===== src/rtl/data_mem_pkg.sv =====
// data_mem_pkg: shared byte-enable encodings, error pattern and arbiter state type
package data_mem_pkg;
  localparam logic [3:0] BE_BYTE = 4'b0001;
  localparam logic [3:0] BE_HALF = 4'b0011;
  localparam logic [3:0] BE_WORD = 4'b1111;
  localparam logic [31:0] BAD_BE_DATA = 32'hDEADBEEF;
  typedef enum logic {IDLE, BURST} arb_state_t;
  function automatic logic be_legal(input logic [3:0] be);
    return be == BE_BYTE || be == BE_HALF || be == BE_WORD;
  endfunction
endpackage


===== src/rtl/rr_arbiter.sv =====
// rr_arbiter: combinational round-robin picker starting one past last_grant
module rr_arbiter #(
  parameter int N = 2,
  parameter int IW = $clog2(N)
) (
  input  logic [N-1:0]  req,
  input  logic [IW-1:0] last_grant,
  output logic [N-1:0]  grant,
  output logic [IW-1:0] idx
);
  always_comb begin
    grant = '0;
    idx = '0;
    // walk from the farthest candidate to the nearest so the nearest hit wins
    for (int k = N; k >= 1; k--) begin
      if (req[(int'(last_grant) + k) % N]) begin
        grant = '0;
        grant[(int'(last_grant) + k) % N] = 1'b1;
        idx = IW'((int'(last_grant) + k) % N);
      end
    end
  end
endmodule


===== src/rtl/data_mem_arbiter.sv =====
// data_mem_arbiter: round-robin data memory port sharing with locked bursts and registered responses
module data_mem_arbiter
  import data_mem_pkg::*;
#(
  parameter int NUM_REQ = 2,
  parameter int MAX_BURST = 8
) (
  input  logic                  clk,
  input  logic                  rst,
  input  logic [NUM_REQ-1:0]    req_valid_i,
  input  logic [NUM_REQ-1:0]    req_lock_i,
  input  logic [NUM_REQ*32-1:0] req_addr_i,
  input  logic [NUM_REQ-1:0]    req_wr_en_i,
  input  logic [NUM_REQ*32-1:0] req_wr_data_i,
  input  logic [NUM_REQ*4-1:0]  req_byte_en_i,
  output logic [NUM_REQ-1:0]    req_ready_o,
  output logic [NUM_REQ-1:0]    rsp_valid_o,
  output logic [31:0]           rsp_data_o,
  output logic                  rsp_err_o,
  output logic [31:0]           mem_addr_o,
  output logic                  mem_wr_en_o,
  output logic [31:0]           mem_wr_data_o,
  output logic [3:0]            mem_byte_en_o,
  input  logic [31:0]           mem_rd_data_i
);
  localparam int IW = $clog2(NUM_REQ);
  localparam int CW = $clog2(MAX_BURST + 1);
  localparam logic [CW:0] MAXB = (CW+1)'(MAX_BURST);
  arb_state_t state;
  logic [IW-1:0] owner, last_grant, rr_idx, win;
  logic [CW-1:0] beat_cnt;
  logic [CW:0] nxt_cnt;
  logic [NUM_REQ-1:0] rr_grant, grant;
  logic lock, wr_en, legal, xfer;
  logic [31:0] rd_fmt;
  rr_arbiter #(.N(NUM_REQ)) u_rr (
    .req(req_valid_i),
    .last_grant(last_grant),
    .grant(rr_grant),
    .idx(rr_idx)
  );
  always_comb begin
    grant = rst ? '0 : state == BURST ? (req_valid_i[owner] ? NUM_REQ'(1) << owner : '0) : rr_grant;
    win = state == BURST ? owner : rr_idx;
    xfer = |grant;
    mem_addr_o = '0;
    mem_wr_data_o = '0;
    mem_byte_en_o = '0;
    lock = 1'b0;
    wr_en = 1'b0;
    for (int i = 0; i < NUM_REQ; i++) begin
      if (grant[i]) begin
        mem_addr_o = req_addr_i[i*32 +: 32];
        mem_wr_data_o = req_wr_data_i[i*32 +: 32];
        mem_byte_en_o = req_byte_en_i[i*4 +: 4];
        lock = req_lock_i[i];
        wr_en = req_wr_en_i[i];
      end
    end
    legal = be_legal(mem_byte_en_o);
    mem_wr_en_o = xfer & wr_en & legal;
    rd_fmt = !legal ? BAD_BE_DATA :
             wr_en ? '0 :
             mem_byte_en_o == BE_BYTE ? {24'b0, mem_rd_data_i[7:0]} :
             mem_byte_en_o == BE_HALF ? {16'b0, mem_rd_data_i[15:0]} : mem_rd_data_i;
    nxt_cnt = {1'b0, beat_cnt} + 1'b1;
  end
  assign req_ready_o = grant;
  always_ff @(posedge clk) begin
    if (rst) begin
      state <= IDLE;
      owner <= '0;
      beat_cnt <= '0;
      last_grant <= IW'(NUM_REQ - 1);
      rsp_valid_o <= '0;
      rsp_data_o <= '0;
      rsp_err_o <= 1'b0;
    end else begin
      rsp_valid_o <= grant;
      rsp_data_o <= xfer ? rd_fmt : '0;
      rsp_err_o <= xfer & !legal;
      if (xfer) last_grant <= win;
      if (state == IDLE) begin
        if (xfer && lock && MAX_BURST > 1) begin
          state <= BURST;
          owner <= win;
          beat_cnt <= CW'(1);
        end
      end else if (req_valid_i[owner] && lock && nxt_cnt < MAXB) begin
        beat_cnt <= nxt_cnt[CW-1:0];
      end else begin
        // owner dropped valid, released the lock, or used its last allowed beat
        state <= IDLE;
        beat_cnt <= '0;
      end
    end
  end
endmodule

===== config.mk =====
export PLATFORM = sky130hd
export DESIGN_NAME = data_mem_arbiter
export DESIGN_NICKNAME = d
export VERILOG_FILES = /design/src/rtl/data_mem_pkg.sv /design/src/rtl/rr_arbiter.sv /design/src/rtl/data_mem_arbiter.sv
export SDC_FILE = /design/constraint.sdc
export NUM_CORES = 1
export LEC_CHECK = 0
export CAP_MARGIN = 20
export CORE_AREA = 2 2 109 111
export CTS_CLUSTER_DIAMETER = 80
export DETAILED_ROUTE_END_ITERATION = 7
export DIE_AREA = 0 0 111 113
export HOLD_SLACK_MARGIN = 0.03
export PLACE_DENSITY = 0.66
export SETUP_SLACK_MARGIN = 0.1
export SYNTH_ARGS = -nofsm -noshare
export SYNTH_HDL_FRONTEND = slang
export SYNTH_HIERARCHICAL = 1
export SYNTH_SLANG_ARGS = --single-unit

===== constraint.sdc =====
create_clock -name clk -period 2.3 [get_ports clk]
set_clock_uncertainty 0.15 [all_clocks]
set_input_delay 0.23 -clock clk [delete_from_list [all_inputs] [get_ports clk]]
set_output_delay 0.23 -clock clk [all_outputs]
set_load 0.02 [all_outputs]

# After elaboration in Yosys (flattened, before gate mapping)
# Index checks and enable logic that the tools add are counted.
# totals
reg_bits	42
out_inout_bits	106
elab_cells	86
# op_classes
magnitude_cmp	6
n_mux	40
n_addsub	3
bitwise	8
shifts	1
n_eq_ne	3
n_reduce_logical	15
# op_table
operator	count
32-bit two-way mux	8
1-bit two-way mux	20
4-bit two-way mux	5
2-bit two-way mux	5
2-bit by 3-bit < comparator with 1-bit output (second input constant)	2
6-bit OR reduction	1
4-bit by 1-bit adder with 5-bit output (second input constant)	1
1-bit logical AND	5
5-bit by 4-bit < comparator with 1-bit output (second input constant)	1
5-bit OR reduction	1
4-bit by 1-bit == test with 1-bit output (second input constant)	1
4-bit by 2-bit == test with 1-bit output (second input constant)	1
4-bit == test (second input constant)	1
2-bit by 1-bit greater-or-equal comparator with 1-bit output (second input constant)	2
2-bit OR reduction	2
4-bit OR reduction	1
1-bit bitwise AND	3
1-bit NOT	3
1-bit adder (second input constant)	2
1-bit bitwise AND (first input constant)	2
1-bit demux with 1-bit select	2
1-bit logical OR	2
1-bit by 2-bit < comparator with 1-bit output (second input constant)	1
2-bit AND reduction	1
other kinds (3)	3

# Longest topological paths before layout
# depth
depth_word	17
depth_mapped	10
mapped_depth_nobuf	8

# Hierarchy
# Netlist, hierarchy kept.
# modules_own_cells
module	area_per_inst_um2	cells_per_inst	seq_area_each_um2	instances
data_mem_arbiter	2342.2	258	840.8	1
rr_arbiter	26.3	4	0.0	1

# Worst setup path after synthesis
# Ideal clock, no wire load.
# synth_timing
kind	register -> output
from	reg last_grant
to	out mem_wr_data_o[10]
stages_incl_launch_ff	9
slack_ps	76
t_arrival_ps	1844
n_path_buf	3
t_required_ps	1920
path_cell_list	dfxtp_1 > a21boi_1 > buf_4 > nand2b_1 > clkbuf_2 > a21o_4 > inv_2 > clkbuf_1 > a22o_1
# synth_between
word_cells_on_any_way	26
# synth_rtl
item	line_no	source
from (decl)	data_mem_arbiter.sv:30	logic [IW-1:0] owner, last_grant, rr_idx, win;
from (signal assigned)	data_mem_arbiter.sv:74	last_grant <= IW'(NUM_REQ - 1);
from (signal assigned)	data_mem_arbiter.sv:82	if (xfer) last_grant <= win;
1-bit adder	rr_arbiter.sv:16, rr_arbiter.sv:18	
1-bit bitwise AND (no source line)	--	
2-bit by 3-bit < comparator with 1-bit output (not written as such) / 2-bit by 1-bit greater-or-equal comparator with 1-bit output (equally long branches)	rr_arbiter.sv:18	grant[(int'(last_grant) + k) % N] = 1'b1;
1-bit logical AND (not written as such)	rr_arbiter.sv:18	
1-bit two-way mux (not written as such)	rr_arbiter.sv:18	
1-bit demux with 1-bit select	--	
2-bit two-way mux	rr_arbiter.sv:16	if (req[(int'(last_grant) + k) % N]) begin
2-bit two-way mux (*)	rr_arbiter.sv:16	
net rr_grant[1]	data_mem_arbiter.sv:33	logic [NUM_REQ-1:0] rr_grant, grant;
2-bit two-way mux (*) (2 in a row)	data_mem_arbiter.sv:43	grant = rst ? '0 : state == BURST ? (req_valid_i[owner] ? NUM_REQ'(1) << owner : '0) : rr_grant;
net req_ready_o[1]	data_mem_arbiter.sv:16	output logic [NUM_REQ-1:0] req_ready_o,
32-bit two-way mux (*)	data_mem_arbiter.sv:52	if (grant[i]) begin
to (decl)	data_mem_arbiter.sv:22	output logic [31:0] mem_wr_data_o,
# The timed path passes the listed nets; every way through them passes the cells marked *. The select of a mux whose other input is x is not followed.

# Worst setup path after layout
# layout_timing
from	reg last_grant
to	out mem_wr_data_o[11]
# layout_between
elab_chain_len	12
word_cells_on_any_way	26
# layout_lines
item	line_no
1-bit adder	rr_arbiter.sv:16, rr_arbiter.sv:18
1-bit bitwise AND (no source line)	--
2-bit by 3-bit < comparator with 1-bit output (not written as such) / 2-bit by 1-bit greater-or-equal comparator with 1-bit output (equally long branches)	rr_arbiter.sv:18
1-bit logical AND (not written as such)	rr_arbiter.sv:18
1-bit two-way mux (not written as such)	rr_arbiter.sv:18
1-bit demux with 1-bit select	--
2-bit two-way mux	rr_arbiter.sv:16
2-bit two-way mux (*)	rr_arbiter.sv:16
net rr_grant[0]	data_mem_arbiter.sv:33
2-bit two-way mux (*) (2 in a row)	data_mem_arbiter.sv:43
32-bit two-way mux (*) (2 in a row)	data_mem_arbiter.sv:52
# Marks and branches as above.

==> metrics.txt <==
Total Routing Usage GR 22.0%; most numerous cell in the Yosys netlist a22o_1; Syn. warnings 6; nature of the critical path endpoint primary output; initial core utilization 21.0%; Hold Path Class in -> reg; die footprint 12,500 µm²; Synth area leader dfxtp_1; run status complete, but fails checks; worst vdd rail ir drop 391 µV; DP HPWL 11,700 µm; total core area 11,300 µm²; P per Cell Area 493 nW/µm²; Fill cells 1,010; Non-Filler Instances 732; Post-Place Worst Slack -0.555 ns; r2r worst-path depth 9; Lkg Pwr 2.70 nW; Clock Root Buffer clkbuf_16; Sinks on Clock Net 42; Worst EP arrival 2.01 ns; failing checks negative setup slack; drt pass-1 iters 4; maximum fanout along the worst path 4; Worst R2R End rsp_data_o[8]$_SDFF_PP0_; first-pass GRT wire length 21,100 µm; DRC Markers 0; CP startpoint kind flop; ratio of cells with drive above 1 in the final layout 30.4%; Worst Hold Depth 3; GPL Wtd Cong 0.949; final design utilization 55.0%; RR Startpoint last_grant$_SDFFE_PP1N_; Die X 111 µm; Area contributors post-synth dfxtp_1 (35%), a22o_1 (25%), a21oi_1 (4.4%); Post-synth EDFFs 0; num ports 282; Netlist cell types 49; Slew headroom 77.7%; drt wl/cell 20.4 µm; Synth Cell Area 2370 µm²; final setup vio count 44; FMAX 419 MHz; Final nets 765; # rows 39; global route total overflow 0; DR vias 3,453; Tcrit/Tclk final 104%; vias in the first global route 3,620; Cells after Synth 262; register area share after synthesis 35.5%; ys async rst share 0%; vias per cell 4.72; Post-Route WL 14,900 µm; number of placed cells counting well taps 694; initial antenna violation count 1; clock buffer depth 2; Clock Latency Late Sink 0.28 ns; critical path class reg -> out; Primary FF master, synth dfxtp_1; clock-pin slew on the worst setup and hold paths 0.06 ns; worst-margin pin slew 0.331 ns; Post-synth top cells a22o_1 (67), dfxtp_1 (42), a21oi_1 (21), nand2_1 (21), nor2_1 (12); HP Start rst; 1st-iter DRT viols 157; IO buf count 281; CTS H-tree depth 2; CTS Buf Count 5; Routed Antenna Nets 0; CTS tree built; post-synth top area share 35.5%; Hold Path Sink beat_cnt[2]$_SDFFE_PP0P_; maxcap violations 0; Syn Area/Cell 9.04 µm²; RSZ-0062 raised after global routing true; Seq cells post-synth 42; Final Hold Vio Count 0; Reg2Reg Setup Slack 0.16 ns; syn nets 439; largest net degree at the start of global routing 40; Final min period 2.39 ns; Worst Path Required 1.92 ns; P&R area growth vs syn 162%; PnR worst setup slack -0.0863 ns; Die H 113 µm; pins over their slew limit 0
[power by group]
group | internal, mW | switching [mW]
Clock | 0.391 | 0.256
Sequential | 0.815 | 0.0276
Combinational | 0.896 | 0.675
Total | 2.10 | 0.958
[worst max-delay path, stage by stage, from the launching register on]
cell,delay [ns]
dfxtp_2,0.35
inv_2,0.04
a21boi_2,0.12
nor3b_2,0.17
buf_4,0.16
nor2_8,0.04
nor2_4,0.15
buf_6,0.13
buf_16,0.10
buf_8,0.10
buf_6,0.08
a22o_1,0.15
buf_6,0.13
[worst max path at each step]
stage                                  from                 to  slack (ns)  cells after the start
floorplan           last_grant$_SDFFE_PP1N_      mem_addr_o[0]        0.18                      9
global placement             req_valid_i[1]  mem_wr_data_o[12]       -0.52                      8
detailed placement           req_valid_i[1]  mem_wr_data_o[11]       -0.55                      8
CTS                 last_grant$_SDFFE_PP1N_        mem_wr_en_o       -0.04                     11
global route        last_grant$_SDFFE_PP1N_  mem_wr_data_o[11]       -0.18                     12
finish              last_grant$_SDFFE_PP1N_  mem_wr_data_o[11]       -0.09                     12
[registers in the layout (all words and copies together), names as in the netlist]
register,flops
rsp_valid_o,2
last_grant,1
rsp_err_o,1
rsp_data_o,32
beat_cnt,4
state,1
owner,1
[per-stage QoR]
| stage | TNS, ns | hold slack, ns | power [mW] | instance area (µm²) |
|---|---|---|---|---|
| finish | -1.52 | 0.310 | 3.06 | 6200 |
| global placement | -38.54 | 0.325 | 2.23 | 5520 |
| detailed placement | -40.87 | 0.336 | 2.24 | 5520 |
| floorplan | 0 | 0.186 | 1.42 | 2370 |
| CTS | -0.244 | 0.307 | 2.98 | 5890 |
| global route | -6.30 | 0.321 | 3.19 | 6200 |
[placed cells by master, fill, tap and decap left out, drive strengths merged, types with 3 or more instances in the layout]
cell type      Yosys  routed
clkdlybuf4s50      0     207
a22o              67      67
nand2b             7       7
o21ai              4       4
nor2              14      14
a21oi             21      21
nand2             21      21
dfxtp             42      42
dlygate4sd2        0       4
buf               17     129
nor3b              4       4
and2               7       7
clkbuf             8       9
a31o               3       3
nand3              6       6
inv               12      12
[logic make-up (layout without fill, tap and decap cells)]
kind of cell,Yosys count,count (layout),share of synthesized area (%)
buffers and inverters,37,363,8.40
AO/OA/AOI/OAI,111,111,37.2
other,0,1,0
multiplexers,3,3,1.85
flip-flops,42,42,35.5
adder cells (fa/ha/maj),1,1,0.528
AND/OR/NAND/NOR,68,68,16.5
[layer usage]
metal | up-vias | track usage [%] | share of wire, %
met1 | 1627 | 23.1 | 36
met5 | - | 0 | 0
met2 | 168 | 41.6 | 52
met4 | 0 | 6.00 | 2.7
li1 | 1636 | - | -
met3 | 22 | 7.71 | 9.3
[cell type report]
class | instances | area, µm² | share of cell area (%)
antenna | 1 | 2.50 | 0.0403
clock buffer | 5 | 125 | 2.02
clock inverter | 2 | 10.0 | 0.161
inverter | 12 | 45.0 | 0.726
multi-input combinational | 183 | 1500 | 24.1
sequential | 42 | 843 | 13.6
tap | 143 | 179 | 2.88
timing repair buffer | 344 | 3500 | 56.5
[what timing repair did]
item,in CTS,in global routing
hold buffers,0,0
pin swaps,4,17
gates resized for setup,329,55
cloned,2,3
buffers inserted,17,8
endpoints found under the setup margin,105,98
No activity file was read; power rests on OpenSTA's default activity.
==> RTL change 1 (same flow settings) <==
Take the reset off `rsp_data_o` and load it in a clocked block of its own.
--- a/src/rtl/data_mem_arbiter.sv
+++ b/src/rtl/data_mem_arbiter.sv
@@ -73,11 +73,9 @@
       beat_cnt <= '0;
       last_grant <= IW'(NUM_REQ - 1);
       rsp_valid_o <= '0;
-      rsp_data_o <= '0;
       rsp_err_o <= 1'b0;
     end else begin
       rsp_valid_o <= grant;
-      rsp_data_o <= xfer ? rd_fmt : '0;
       rsp_err_o <= xfer & !legal;
       if (xfer) last_grant <= win;
       if (state == IDLE) begin
@@ -95,4 +93,8 @@
       end
     end
   end
+
+  always_ff @(posedge clk) begin
+    rsp_data_o <= xfer ? rd_fmt : '0;
+  end
 endmodule
Behaviour: unchanged (Yosys induction, for registers that start in step).
==> RTL change 1 against the unedited design <==
  * The flow still finishes with violations (negative setup slack)
  * Power up 29%
  * Cell count grew 24%
  * Cell area increased by 53%
  * Sequential cell count stayed put
  * Synthesized area increased by 22%
  * Sequential power rose by 0.6%
  * Worst setup slack got worse by 0.21 ns
  * Routed wire length up 26%
  * Global-route usage is 3.8 points higher
  * Count of clock-buffer cells in the layout increased by 1
  * Maximum frequency is 7.9% lower
  * Largest cell class unchanged
==> RTL change 1: results (changes against the unedited design) <==
| Metric | Value |
|---|---|
| Clock Latency Late Sink | `between 0.2 and 0.3 ns` |
| Total GRT Usage | `25.8% (+3.8 points)` |
| CTS Buffer Depth | `2 (unchanged)` |
| Worst setup margin | `-0.292 ns (-0.205 ns)` |
| Final wirelength | `18.8 mm (+26%)` |
| Multi-Input Combinational | `302 (+65%)` |
| CTS clock-pin slew for the worst setup and hold paths | `0.06 ns (about the same)` |
| Buffering overhead | `46.7% (-9.7 points)` |
| Port Buffers | `281 (unchanged)` |
| Filler cell count | `617 (-39%)` |
| Routed vias | `4564 (+32%)` |
| CP Max Fanout | `6 (+2)` |
| Worst IR drop on VDD | `519 uV (+33%)` |
| Routed length per instance | `20.8 um (+2.0%)` |
| Ys async rst share | `0% (unchanged)` |
| Mapped Nets | `582 (+33%)` |
| Clock-cell share | `1.60% (-0.58 points)` |
| Top cells by count, synth | `137 x nand2_1, 78 x nand3_1, 42 x dfxtp_1` |
| Leading post-synthesis cells by cell area | `dfxtp_1 29%, nand2_1 18%, nand3_1 13%` |
| CP arrival | `2.21 ns (+0.20 ns)` |
| CTS Hold Bufs | `0 (unchanged)` |
| Placed Cells incl. Taps | `851 (+23%)` |
| Ys Warns | `6 (unchanged)` |
| FFs & Latches | `42 (unchanged)` |
| Top Registers | `rsp_data_o x32, beat_cnt x4, rsp_valid_o x2` |
| Sequential fraction of the synthesis area | `29.1% (-6.4 points)` |
| ANT cells | `0 (-1)` |
| Met2 Resource Use GR | `49.8% (+8.1 points)` |
| Buffers, non-clock | `383 (+11%)` |
| Final net count | `939 (+23%)` |
| Final setup viols | `101 (+130%)` |
| Hold Crit Class | `flop to flop` |
| Clock root cell | `clkbuf_16` |
| Syn Inst Count | `405 (+55%)` |
| EDFF count, synth | `0 (unchanged)` |
| Share of layout cells above drive strength 1 | `59.1% (+29 points)` |
| Vias in the first global route | `4834 (+34%)` |
| Worst relative slew slack | `69.2% (-8.6 points)` |
| GPL Wtd Cong | `0.818 (-14%)` |
| 1st-iter DRT viols | `144 (-8.3%)` |
| Global-route wire length before repair | `25.9 mm (+23%)` |
| Detailed Place HPWL | `12.0 mm (+2.3%)` |
| Met3 usage | `5.73% (-2.0 points)` |
| Total CTS buffers | `5 (unchanged)` |
| Synth cell types | `50 (+2.0%)` |
| Status | `finished with violations` |
| GR Layer Usage met1 | `28.3% (+5.2 points)` |
| Leak | `4.16 nW (+54%)` |
| Final Hold Fails | `0 (unchanged)` |
| Pre-antenna DRT Iters | `4 (unchanged)` |
| # clk buffers | `6 (+1)` |
| Failing checks | `negative setup slack` |
| Antenna violations before repair | `0 (-1)` |
| H-tree depth | `2 (unchanged)` |
| Area of the multi-input gates | `3760 sq um (+150%)` |
| Seq area share | `8.89% (-4.7 points)` |
| Setup_tns | `-16.07 ns (-14.55 ns)` |
| Invs w/o clock | `28 (+16)` |
| Pin count of the biggest net entering global routing | `27 (-33%)` |
## RTL change 1: logic make-up (layout without fill, tap and decap cells)
family	after synthesis	count (layout)	share of synthesized area (%)
flops	42	42	29.1
simple gates	243	243	38.5
mux	2	2	0.735
xor+xnor	1	1	0.303
buf+inv	61	419	9.60
fa+ha+maj	1	1	0.432
compound gates	55	55	21.4
## RTL change 1: per-stage QoR
stage,instance area (sq um),setup slack [ns]
floorplan,4320,-0.485
global placement,7540,-0.815
detailed placement,7540,-0.833
CTS,9000,-0.243
global route,9490,-0.359
finish,9490,-0.292
## RTL change 1: critical path, stage by stage (launching register included)
cell and delay (ns):
dfxtp_2 0.32, a21boi_2 0.13, or2b_4 0.29, buf_4 0.14, buf_12 0.14, a21oi_4 0.17
a31oi_4 0.07, inv_2 0.10, and4_4 0.25, a2bb2oi_4 0.16, buf_6 0.14
## RTL change 1: worst paths after layout
check	end	start	cells past startpoint	slack [ns]
worst max register to register	rsp_data_o[22]	last_grant	10	-0.17
worst min register to register	beat_cnt[1]	beat_cnt[1]	2	0.37
worst min-delay path	beat_cnt[1]	beat_cnt[1]	2	0.37
worst max-delay path	mem_wr_en_o	last_grant	10	-0.29
## RTL change 1: report_power, final
group          switching [mW]  internal, mW  total [mW]  leakage [nW]
clock                   0.306         0.430       0.736        0.0729
sequential             0.0314         0.816       0.847         0.348
combinational            1.11          1.26        2.37          3.74
total                    1.44          2.51        3.96          4.16
## RTL change 1: metal layers
metal	routed length, um	vias up
met5	0	-
met4	660	0
met3	1230	47
met2	10200	230
met1	6790	2172
li1	-	2115
## RTL change 1: what timing repair did
action | 4_1_cts | 5_1_grt
endpoints found under the setup margin | 107 | 109
endpoints found under the hold margin | 0 | 0
resized for setup | 556 | 56
setup buffers | 24 | 6
pin swaps | 64 | 49
cloned | 13 | 5
==> RTL change 2 (config.mk and constraints unchanged) <==
Without the edit above. Change the parameter `MAX_BURST` from 8 to 16.
--- a/src/rtl/data_mem_arbiter.sv
+++ b/src/rtl/data_mem_arbiter.sv
@@ -3,7 +3,7 @@
   import data_mem_pkg::*;
 #(
   parameter int NUM_REQ = 2,
-  parameter int MAX_BURST = 8
+  parameter int MAX_BURST = 16
 ) (
   input  logic                  clk,
   input  logic                  rst,
Function: no difference found for any inputs over 4 cycles, from zero or initial values and one cycle with rst high; that may be too few to reach the edited logic, so the function may still have changed.
==> RTL change 2 against the unedited design <==
  * Power increased by 3.6%
  * Synthesized area increased by 1.2%
  * Worst setup slack improved by 0.12 ns
  * Cell area increased by 3.2%
  * Sequential cell count increased by 1
  * Sequential power increased by 2%
  * Routed wire length decreased by 6.6%
  * Sequential share of layout area about the same
  * Highest routed layer unchanged
==> RTL change 2: results (changes against the unedited design) <==
| Metric | Value |
|---|---|
| Status | `completed` |
| Invs w/o clock | `6 (-6)` |
| Setup WS pre-CTS | `-0.552 ns (+0.00314 ns)` |
| Sequential fraction of the synthesis area | `35.9% (+0.41 points)` |
| Mapped Nets | `449 (+2.3%)` |
| GR Layer Usage met1 | `22.0% (-1.1 points)` |
| Yosys reg bits | `43 (+2.4%)` |
| Synth cell types | `48 (-2.0%)` |
| DR WL met3 | `1.07 mm (-24%)` |
| Leading post-synthesis cells by cell area | `dfxtp_1 36%, a22o_1 24%, a21oi_1 5.0%` |
| Routed wl met2 | `7.51 mm (-2.8%)` |
| CTS resizes | `410 (+25%)` |
| Top cells by count, synth | `65 x a22o_1, 43 x dfxtp_1, 28 x nand2_1` |
| Met3 usage | `6.53% (-1.2 points)` |
| Multi-Input Combinational | `198 (+8.2%)` |
| Switching power | `996 uW (+4.0%)` |
| Buffering overhead | `57.7% (+1.2 points)` |
| Worst IR drop on VDD | `432 uV (+11%)` |
| Clk pwr share | `21.3% (+0.2 points)` |
| Placed Cells incl. Taps | `713 (+2.7%)` |
| Seq area share | `13.5% (-0.049 points)` |
| Worst hold slack | `0.332 ns (+0.0226 ns)` |
| Area of the multi-input gates | `1490 sq um (-0.59%)` |
| Final net count | `775 (+1.3%)` |
| Vias per cell | `4.68 (-0.83%)` |
| Post-Syn Area per Cell | `8.81 sq um (-2.5%)` |
| Combinational Power | `1.64 mW (+4%)` |
| Routed length per instance | `18.7 um (-8.2%)` |
| Met2 Resource Use GR | `39.9% (-1.7 points)` |
| Sequential Area | `867 sq um (+2.8%)` |
| Antenna violations before repair | `3 (+2)` |
| Launching point of the worst reg2reg path | `owner` |
| WL met1 | `5.07 mm (-6.3%)` |
| Initial Utilization | `21.3% (+0.26 points)` |
| CP arrival | `1.89 ns (-0.12 ns)` |
| Global-route wire length before repair | `20.6 mm (-2.0%)` |
| Switching share of power | `31.4% (+0.11 points)` |
| Final wirelength | `13.9 mm (-6.6%)` |
| Setup crit end | `mem_wr_en_o` |
| Worst-margin pin slew | `0.464 ns (+0.133 ns)` |
-- RTL change 2: changes by cell type after synthesis, moves of 3 or more --
| cell | delta |
|---|---|
| nor2_1 | +5 |
| nand3b_1 | +4 |
| nand2b_1 | -4 |
| inv_1 | -5 |
| nand2_1 | +7 |
| clkbuf_1 | +4 |
| a21oi_1 | +3 |
| buf_6 | -4 |
-- RTL change 2: cells by family after synthesis --
family | after synthesis | share of synthesized area (%)
buffers and inverters | 31 | 6.26
AOI/OAI and AO/OA | 115 | 39.0
and+or+nand+nor | 79 | 17.1
adders and majority gates | 1 | 0.522
xor gates and xnor gates | 1 | 0.365
DFF | 43 | 35.9
muxes | 2 | 0.835
-- RTL change 2: worst register-to-register path: stages (launching register included) --
cell and delay (ns):
dfxtp_2 0.36, and4bb_2 0.25, a21oi_4 0.17, buf_4 0.15, buf_4 0.12, o32ai_2 0.07
buf_4 0.15, buf_4 0.13, nor3_4 0.35, nor3b_1 0.09
